### src/rtl/sm_fxp_divider_pkg.sv
// Shared constants and types for the sign-magnitude Q0.16 divider.
package sm_fxp_divider_pkg;

  localparam int DATA_WIDTH = 17;
  localparam int MAG_WIDTH  = DATA_WIDTH - 1;
  localparam int REM_WIDTH  = MAG_WIDTH + 2;
  localparam int Q_WIDTH    = MAG_WIDTH + 1;
  localparam int DIV_ITERS  = Q_WIDTH;
  localparam int CNT_WIDTH  = 5;

  localparam logic [MAG_WIDTH-1:0] MAG_MAX = 16'hFFFF;

  typedef struct packed {
    logic                 sign;
    logic [MAG_WIDTH-1:0] mag;
  } sm_word_t;

  typedef enum logic [1:0] {
    IDLE  = 2'd0,
    DIV   = 2'd1,
    ROUND = 2'd2,
    DONE  = 2'd3
  } div_state_t;

endpackage

### src/rtl/sm_restoring_div_step.sv
// One restoring-division iteration: shift the remainder, subtract the divisor if it fits.
module sm_restoring_div_step
  import sm_fxp_divider_pkg::*;
(
  input  logic [REM_WIDTH-1:0] i_rem,
  input  logic [MAG_WIDTH-1:0] i_divisor,
  output logic [REM_WIDTH-1:0] o_rem,
  output logic                 o_q_bit
);

  logic [REM_WIDTH-1:0] w_shifted;
  logic [REM_WIDTH-1:0] w_divisor_ext;

  assign w_shifted     = {i_rem[REM_WIDTH-2:0], 1'b0};
  assign w_divisor_ext = {2'b00, i_divisor};
  assign o_q_bit       = (w_shifted >= w_divisor_ext);
  assign o_rem         = o_q_bit ? (w_shifted - w_divisor_ext) : w_shifted;

endmodule

### src/rtl/sm_fxp_divider.sv
// Iterative sign-magnitude Q0.16 divider with round-half-up, saturation and divide-by-zero flag.
module sm_fxp_divider
  import sm_fxp_divider_pkg::*;
(
  input  logic                  clk,
  input  logic                  rst_n,
  input  logic                  in_valid,
  output logic                  in_ready,
  input  logic [DATA_WIDTH-1:0] dividend,
  input  logic [DATA_WIDTH-1:0] divisor,
  output logic                  out_valid,
  input  logic                  out_ready,
  output logic [DATA_WIDTH-1:0] quotient,
  output logic                  saturated,
  output logic                  div_by_zero
);

  div_state_t           r_state;
  logic [CNT_WIDTH-1:0] r_cnt;
  logic [REM_WIDTH-1:0] r_rem;
  logic [Q_WIDTH-1:0]   r_q17;
  logic [MAG_WIDTH-1:0] r_b;
  logic                 r_sign;
  logic                 r_dividend_sign;
  logic                 r_zero_div;
  logic                 r_ge;
  logic                 r_out_valid;
  sm_word_t             r_quotient;
  logic                 r_saturated;
  logic                 r_div_by_zero;

  logic                 w_accept;
  logic [REM_WIDTH-1:0] w_rem_next;
  logic                 w_q_bit;
  logic [MAG_WIDTH:0]   w_round_sum;
  sm_word_t             w_result;
  logic                 w_res_sat;
  logic                 w_res_dbz;

  assign in_ready    = (r_state == IDLE);
  assign w_accept    = in_valid & in_ready;
  assign out_valid   = r_out_valid;
  assign quotient    = r_quotient;
  assign saturated   = r_saturated;
  assign div_by_zero = r_div_by_zero;

  sm_restoring_div_step u_step (
    .i_rem     (r_rem),
    .i_divisor (r_b),
    .o_rem     (w_rem_next),
    .o_q_bit   (w_q_bit)
  );

  assign w_round_sum = {1'b0, r_q17[Q_WIDTH-1:1]} + {{MAG_WIDTH{1'b0}}, r_q17[0]};

  // Special cases take priority over the iterated result; zero divisor wins even for 0/0.
  always_comb begin
    w_result.sign = r_sign;
    w_result.mag  = MAG_MAX;
    w_res_sat     = 1'b0;
    w_res_dbz     = 1'b0;
    if (r_zero_div) begin
      w_result.sign = r_dividend_sign;
      w_res_dbz     = 1'b1;
    end else if (r_ge || w_round_sum[MAG_WIDTH]) begin
      w_res_sat = 1'b1;
    end else begin
      w_result.mag  = w_round_sum[MAG_WIDTH-1:0];
      w_result.sign = r_sign & (|w_round_sum[MAG_WIDTH-1:0]);
    end
  end

  always_ff @(posedge clk or negedge rst_n) begin
    if (!rst_n) begin
      r_state         <= IDLE;
      r_cnt           <= '0;
      r_rem           <= '0;
      r_q17           <= '0;
      r_b             <= '0;
      r_sign          <= 1'b0;
      r_dividend_sign <= 1'b0;
      r_zero_div      <= 1'b0;
      r_ge            <= 1'b0;
      r_out_valid     <= 1'b0;
      r_quotient      <= '0;
      r_saturated     <= 1'b0;
      r_div_by_zero   <= 1'b0;
    end else begin
      case (r_state)
        IDLE: begin
          if (w_accept) begin
            r_state         <= DIV;
            r_cnt           <= '0;
            r_rem           <= {2'b00, dividend[MAG_WIDTH-1:0]};
            r_q17           <= '0;
            r_b             <= divisor[MAG_WIDTH-1:0];
            r_sign          <= dividend[MAG_WIDTH] ^ divisor[MAG_WIDTH];
            r_dividend_sign <= dividend[MAG_WIDTH];
            r_zero_div      <= (divisor[MAG_WIDTH-1:0] == '0);
            r_ge            <= (dividend[MAG_WIDTH-1:0] >= divisor[MAG_WIDTH-1:0]);
          end
        end
        DIV: begin
          r_rem <= w_rem_next;
          r_q17 <= {r_q17[Q_WIDTH-2:0], w_q_bit};
          r_cnt <= r_cnt + 1'b1;
          if (r_cnt == CNT_WIDTH'(DIV_ITERS - 1)) begin
            r_state <= ROUND;
          end
        end
        ROUND: begin
          r_quotient    <= w_result;
          r_saturated   <= w_res_sat;
          r_div_by_zero <= w_res_dbz;
          r_out_valid   <= 1'b1;
          r_state       <= DONE;
        end
        DONE: begin
          if (out_ready) begin
            r_out_valid <= 1'b0;
            r_state     <= IDLE;
          end
        end
        default: r_state <= IDLE;
      endcase
    end
  end

endmodule

### config.mk
export PLATFORM = sky130hd
export DESIGN_NAME = sm_fxp_divider
export DESIGN_NICKNAME = d
export VERILOG_FILES = /design/src/rtl/sm_fxp_divider_pkg.sv /design/src/rtl/sm_restoring_div_step.sv /design/src/rtl/sm_fxp_divider.sv
export SDC_FILE = /design/constraint.sdc
export NUM_CORES = 1
export LEC_CHECK = 0
export CORE_UTILIZATION = 64
export DETAILED_ROUTE_END_ITERATION = 10
export DONT_BUFFER_PORTS = 1
export PLACE_DENSITY = 0.8
export SETUP_SLACK_MARGIN = 0.4
export SLEW_MARGIN = 20
export SYNTH_ARGS = -nofsm -noshare
export SYNTH_HDL_FRONTEND = slang
export SYNTH_SLANG_ARGS = --single-unit
### constraint.sdc
create_clock -name clk -period 2.45 [get_ports clk]
set_input_delay 0.735 -clock clk [delete_from_list [all_inputs] [get_ports clk]]
set_output_delay 0.735 -clock clk [all_outputs]
set_load 0.005 [all_outputs]
==> impl_metrics.ini, run 1 <==
[outcome]
status = completed

[die]
io_pins = 59
die_h_um = 91.9
die-width_um = 91.9
start_util_pct = 66.6
core_region_area_sq_mm = 0.00777
dieArea_sq_mm = 0.00845
rows = 32

[setup_path]
cp-start-kind = flip-flop
reg2reg_depth = 10
worst_setup_path_end_kind = flip-flop
slowest_delay_ps = 430
crit_required_ps = 2670
path_class = reg -> reg
crit_path_cell_trace = fa_2, nor2b_4, o2111ai_2, nand2_2, a211oi_4, o31ai_4, buf_4, buf_6, mux2i_1, o22ai_1
arrival_ps = 2510
crit_slowest_cell = dfrtp_1
cp_max_fo = 5

[cts]
cts-root-buf = clkbuf_8
path_clk_slew_ps = 90
clk_latency_ps = 370
cts_num_sinks = 81
tritoncts = built
clockBufferDepth = 2
htreeDepth = 3
cts_made_buffers = 9

[logic_synthesis]
syn-instance-count = 588
synth_warnings = 0
avgSynthCellArea_sq_um = 8.80
synth_async_sr_flop_share_pct = 100
synth_top_area_share_pct = 39.2
yosys.area_share.xor_xnor_pct = 4.23
ys_ff_latch = 81
synth_top_family_by_area = compound AO/OA/AOI/OAI gates
ys.flop_type = dfrtp_1
syn_area_sq_mm = 0.00517
synth_area_leaders = dfrtp_1 (39%), ha_1 (9.9%), a21oi_1 (4.6%)
yosys-mux-area-fraction_pct = 2.78
synth-simple-area-share_pct = 16.1
synthTopCellsByCount = dfrtp_1 (81), nand2_1 (54), nor2_1 (51)
synth_nets = 668
ys_types = 62
synth_fa_ha_area_share_pct = 10.3
yosysMostFrequentCell = dfrtp_1
ys_seq_area_share_pct = 39.2
yosysTopAreaCell = dfrtp_1
synth_compound_area_share_pct = 21.5
synth_edf_count = 0

[cells_and_area]
fin_nets = 689
area_delta_synth_final_pct = 17.4
final_cells = 716
final_area_sq_mm = 0.00608
drive_gt1_share_pct = 20.7
antenna_cells = 0

[route]
routedWlPerCell_um = 19.3
finalWirelength_um = 13800
via_per_inst = 6.40
drc = 0
ant_nets = 0
routed-via-count = 4585
drt_iter0_drc = 338
first_pass_iters = 5

[pwr]
p_leak_nw = 2.74
ir_drop_v = 0.00119
powerDensity_mw_per_mm2 = 1580
finalPower_w = 0.00962

[grt]
grt_pass1_wl_um = 21700
grt_overflow = 0
grt_max_degree = 82
antenna_found_initial = 0
grt_pass1_vias = 4476
grt_use_total_pct = 32.8

[timing]
finalHoldViolCount = 0
slew_headroom_pct = 42.2
fin_crit_sh_pct = 93.8
rsz0062_at_grt = yes
tightest_slew_ps = 860
drv_slew = 0
setup_viol = 0
skew_ps = 10.8
period_minus_slack_ps = 2300
clock.fmax_mhz = 435

[flow_run]
maxCapViolCount = 0

[hold_path]
hp-class = in -> async

[placement]
portBuffers = 0
placed_area_sq_mm = 0.00535
gp_congestion = 0.905
dp_hpwl_um = 9210
dp_cells = 672
[flip-flops by register name (all words and copies together), names as in the netlist]
signal           flops
quotient            17
div_by_zero          1
out_valid            1
r_zero_div           1
r_cnt                5
r_b                 16
r_ge                 1
r_dividend_sign      1
r_sign               1
r_state              2
r_rem               17
r_q17               17
saturated            1
[path summary, 6_finish.rpt]
kind                               startpoint                      end  slack [ps]
hold / removal                          rst_n  quotient[3]$_DFFE_PN0P_          50
max in group asynchronous               rst_n     r_rem[8]$_DFFE_PN0P_        2280
min in group clk                    out_ready    out_valid$_DFFE_PN0P_         470
setup / recovery           r_b[1]$_DFFE_PN0P_     r_rem[6]$_DFFE_PN0P_         150
setup reg to reg           r_b[1]$_DFFE_PN0P_     r_rem[6]$_DFFE_PN0P_         150
hold reg to reg            r_b[5]$_DFFE_PN0P_       r_b[5]$_DFFE_PN0P_         490
[kinds of logic (layout without fill, tap and decap cells)]
family / Yosys count / after routing
buffers and inverters: 77 / 103
AOI/OAI and AO/OA: 174 / 174
muxes: 14 / 14
xor gates and xnor gates: 25 / 25
adders and majority gates: 42 / 42
and+or+nand+nor: 175 / 175
DFF: 81 / 81
[where the power goes]
part	leakage (nW)	internal, W	total (W)	switching, W
combinational	1.62	0.00278	0.00604	0.00325
clock	0.115	0.000612	0.00115	0.000533
sequential	1.00	0.00190	0.00244	0.000539
total	2.74	0.00530	0.00962	0.00433
[critical path, delay by kind of cell (launching register included)]
family,cells,cell delay (ps)
simple gates,2,270
buf+inv,2,290
mux,1,220
compound gates,4,510
flops,1,430
fa+ha+maj,1,430
[metal layers]
layer / track usage (%) / vias to the layer above / part of all wire (%)
met1: 45.2 / 2241 / 43
li1: - / 2118 / -
met5: 0 / - / 0
met4: 10.4 / 0 / 2.2
met3: 8.04 / 35 / 7.8
met2: 51.1 / 191 / 47
[cell type report]
| cell class | instances | area (sq um) |
|---|---|---|
| clock buffers | 11 | 141 |
| clock inverters | 5 | 86.3 |
| fillers | 514 | 1690 |
| inverters | 46 | 179 |
| multi-input cells | 430 | 3190 |
| flip-flops and latches | 81 | 2030 |
| well taps | 102 | 128 |
| repair buffers | 41 | 327 |
[cells in the final DEF, fill, tap and decap left out, drive strengths merged, types with 10 or more instances in the layout]
cell,count
a21oi,48
ha,41
nand2,55
nor2,51
buf,41
dfrtp,81
mux2i,11
inv,47
and3,10
clkbuf,11
xnor2,18
nand3,11
a22o,15
o21ai,49
[stage by stage]
stage,setup WS [ps],setup TNS [ps],hold slack [ps],utilization (%)
floorplan,324,0,439,-
global placement,-125,-125,441,68.8
detailed placement,-136,-136,441,68.8
CTS,173,0,46.0,75.9
global route,102,0,27.4,78.2
finish,152,0,50.2,78.2
[what timing repair did]
| action | in CTS | in global routing |
|---|---|---|
| pin swaps | 18 | 14 |
| gates cloned | 1 | 0 |
| resized for setup | 35 | 29 |
| endpoints found under the hold margin | 0 | 0 |
| hold buffers | 0 | 0 |
| buffers inserted | 19 | 8 |
| setup endpoints to repair | 30 | 47 |
No activity file was read; power rests on OpenSTA's default activity.
==> run 2, diff against run 1 <==
--- a/config.mk
+++ b/config.mk
@@ -5,10 +5,11 @@
 export SDC_FILE = /design/constraint.sdc
 export NUM_CORES = 1
 export LEC_CHECK = 0
-export CORE_UTILIZATION = 64
+export CORE_ASPECT_RATIO = 1.25
+export CORE_UTILIZATION = 58
 export DETAILED_ROUTE_END_ITERATION = 10
 export DONT_BUFFER_PORTS = 1
-export PLACE_DENSITY = 0.8
+export PLACE_DENSITY = 0.76
 export SETUP_SLACK_MARGIN = 0.4
 export SLEW_MARGIN = 20
 export SYNTH_ARGS = -nofsm -noshare
==> constraint.sdc (replaced) <==
create_clock -name clk -period 2 [get_ports clk]
set_input_delay 0.6 -clock clk [delete_from_list [all_inputs] [get_ports clk]]
set_output_delay 0.6 -clock clk [all_outputs]
set_load 0.005 [all_outputs]
==> impl_metrics.ini, run 2 (synthesized netlist as in run 1, its figures left out) <==
[cts]
clk_latency_ps = 370
cts_num_sinks = 81
tritoncts = built
cts_made_buffers = 9
clockBufferDepth = 2
path_clk_slew_ps = 90
htreeDepth = 3
cts-root-buf = clkbuf_8

[placement]
dp_cells = 774
dp_hpwl_um = 10700
gp_congestion = 0.953
portBuffers = 0
placed_area_sq_mm = 0.00612
dp_slack_ps = -275

[timing]
tns_ps = -6630
period_minus_slack_ps = 2470
slew_headroom_pct = 69.0
finalHoldViolCount = 81
final.setup.worst_slack_ps = -473
clock.fmax_mhz = 404
fin_crit_sh_pct = 124
whs_ps = -90.7
tightest_slew_ps = 461
drv_slew = 0
setup_viol = 18
rsz0062_at_grt = yes
skew_ps = 9.28

[outcome]
violations = hold timing, setup timing
status = complete, but fails checks

[route]
routedWlPerCell_um = 21.2
drt_iter0_drc = 541
ant_nets = 0
via_per_inst = 6.47
routed-via-count = 5258
first_pass_iters = 5
drc = 0
finalWirelength_um = 17300

[cells_and_area]
final_common_cell = buf_4
final_cells = 813
antenna_cells = 0
final_area_sq_mm = 0.00690
fin_nets = 768
layout_common_cells = buf_4 (109), dfrtp_1 (80), nand2_1 (51)
area_delta_synth_final_pct = 33.2
drive_gt1_share_pct = 34.5

[setup_path]
worst_setup_path_end_kind = flip-flop
cp-start-kind = flip-flop
rrSetupSlack_ps = -470
crit_required_ps = 2250
path_class = reg -> reg
arrival_ps = 2720
cp_max_fo = 6

[grt]
grt_pass1_vias = 5265
grt_overflow = 0
grt_max_degree = 82
antenna_found_initial = 0
grt_pass1_wl_um = 24600
grt_use_total_pct = 34.8

[pwr]
clkPwrFrac_pct = 8.6
powerDensity_mw_per_mm2 = 2010
combPwrFrac_pct = 70.2
p_seq_share_pct = 21.2
p_leak_nw = 3.16
p_sw_w = 0.00641
ir_drop_v = 0.00125
p_int_w = 0.00742
switching_share_pct = 46.3

[die]
die_h_um = 108
core_region_area_sq_mm = 0.00865
die-width_um = 86.5
io_pins = 59
rows = 38
start_util_pct = 59.8
dieArea_sq_mm = 0.00931

[hold_path]
hp-class = in -> async

[flow_run]
maxCapViolCount = 0
[run 2: cell count changes in the layout (fill, tap and decap cells not counted), moves of 4 or more]
| cell | previous run | this run |
|---|---|---|
| o21ai_1 | 3 | 8 |
| buf_4 | 36 | 109 |
| a21oi_1 | 41 | 24 |
| a21oi_2 | 7 | 23 |
| buf_6 | 5 | 11 |
| o21ai_0 | 42 | 38 |
[run 2: power by group through the flow]
stage	clock network [W]	registers (W)	logic (W)
floorplan	0	0.00278	0.00498
global placement	0	0.00282	0.00730
detailed placement	0	0.00286	0.00758
CTS	0.00117	0.00287	0.00849
global route	0.00127	0.00299	0.0103
finish	0.00119	0.00293	0.00971
[run 2: repair_timing]
action | CTS | global route
pin swaps | 10 | 10
gates cloned | 2 | 0
setup buffers | 13 | 8
setup endpoints to repair | 61 | 60
endpoints found under the hold margin | 81 | 81
gates resized for setup | 62 | 30
[run 2: final cells by class]
type	instances	area [sq um]
Timing Repair Buffer	120	942
Fill cell	518	1760
Clock buffer	10	138
Clock inverter	6	50.0
Multi-Input combinational cell	430	3410
Inverter	46	180
Sequential cell	81	2030
Tap cell	120	150
[run 2: path summary, 6_finish.rpt]
| check | to | depth (start not counted) | start |
|---|---|---|---|
| worst max-delay path | r_rem[4]$_DFFE_PN0P_ | 10 | r_b[1]$_DFFE_PN0P_ |
| worst min-delay path | quotient[15]$_DFFE_PN0P_ | 0 | rst_n |
| worst max register to register | r_rem[4]$_DFFE_PN0P_ | 10 | r_b[1]$_DFFE_PN0P_ |
| worst min register to register | r_b[3]$_DFFE_PN0P_ | 2 | r_b[3]$_DFFE_PN0P_ |
| max in group asynchronous | r_state[0]$_DFFE_PN0P_ | 0 | rst_n |
| min in group clk | out_valid$_DFFE_PN0P_ | 1 | out_ready |
[run 2: stage by stage]
stage	power (W)	hold slack (ps)	util, %
after detailed placement	0.0104	306	70.8
final	0.0138	-90.7	79.7
after global routing	0.0145	-111	79.7
after global placement	0.0101	306	70.8
after CTS	0.0125	-86.0	77.2
after floorplan	0.00776	304	-
[run 2: layer usage]
| metal | share of wire (%) | wire length, um | track usage (%) | up-vias |
|---|---|---|---|---|
| met1 | 34 | 5890 | 34.4 | 2529 |
| met4 | 8.0 | 1380 | 22.0 | 0 |
| met5 | 0 | 0 | 0 | - |
| met2 | 52 | 8950 | 65.9 | 313 |
| li1 | - | - | - | 2290 |
| met3 | 6.1 | 1050 | 5.90 | 126 |
[run 2: worst max-delay path, stage by stage (launching register included)]
cell and delay [ps]:
dfrtp_1 440, fa_2 450, nor2b_4 150, o2111ai_2 180, nand2_2 140, a211oi_4 80, o31ai_4 270, buf_4 180
buf_6 140, mux2i_1 220, a21oi_1 100
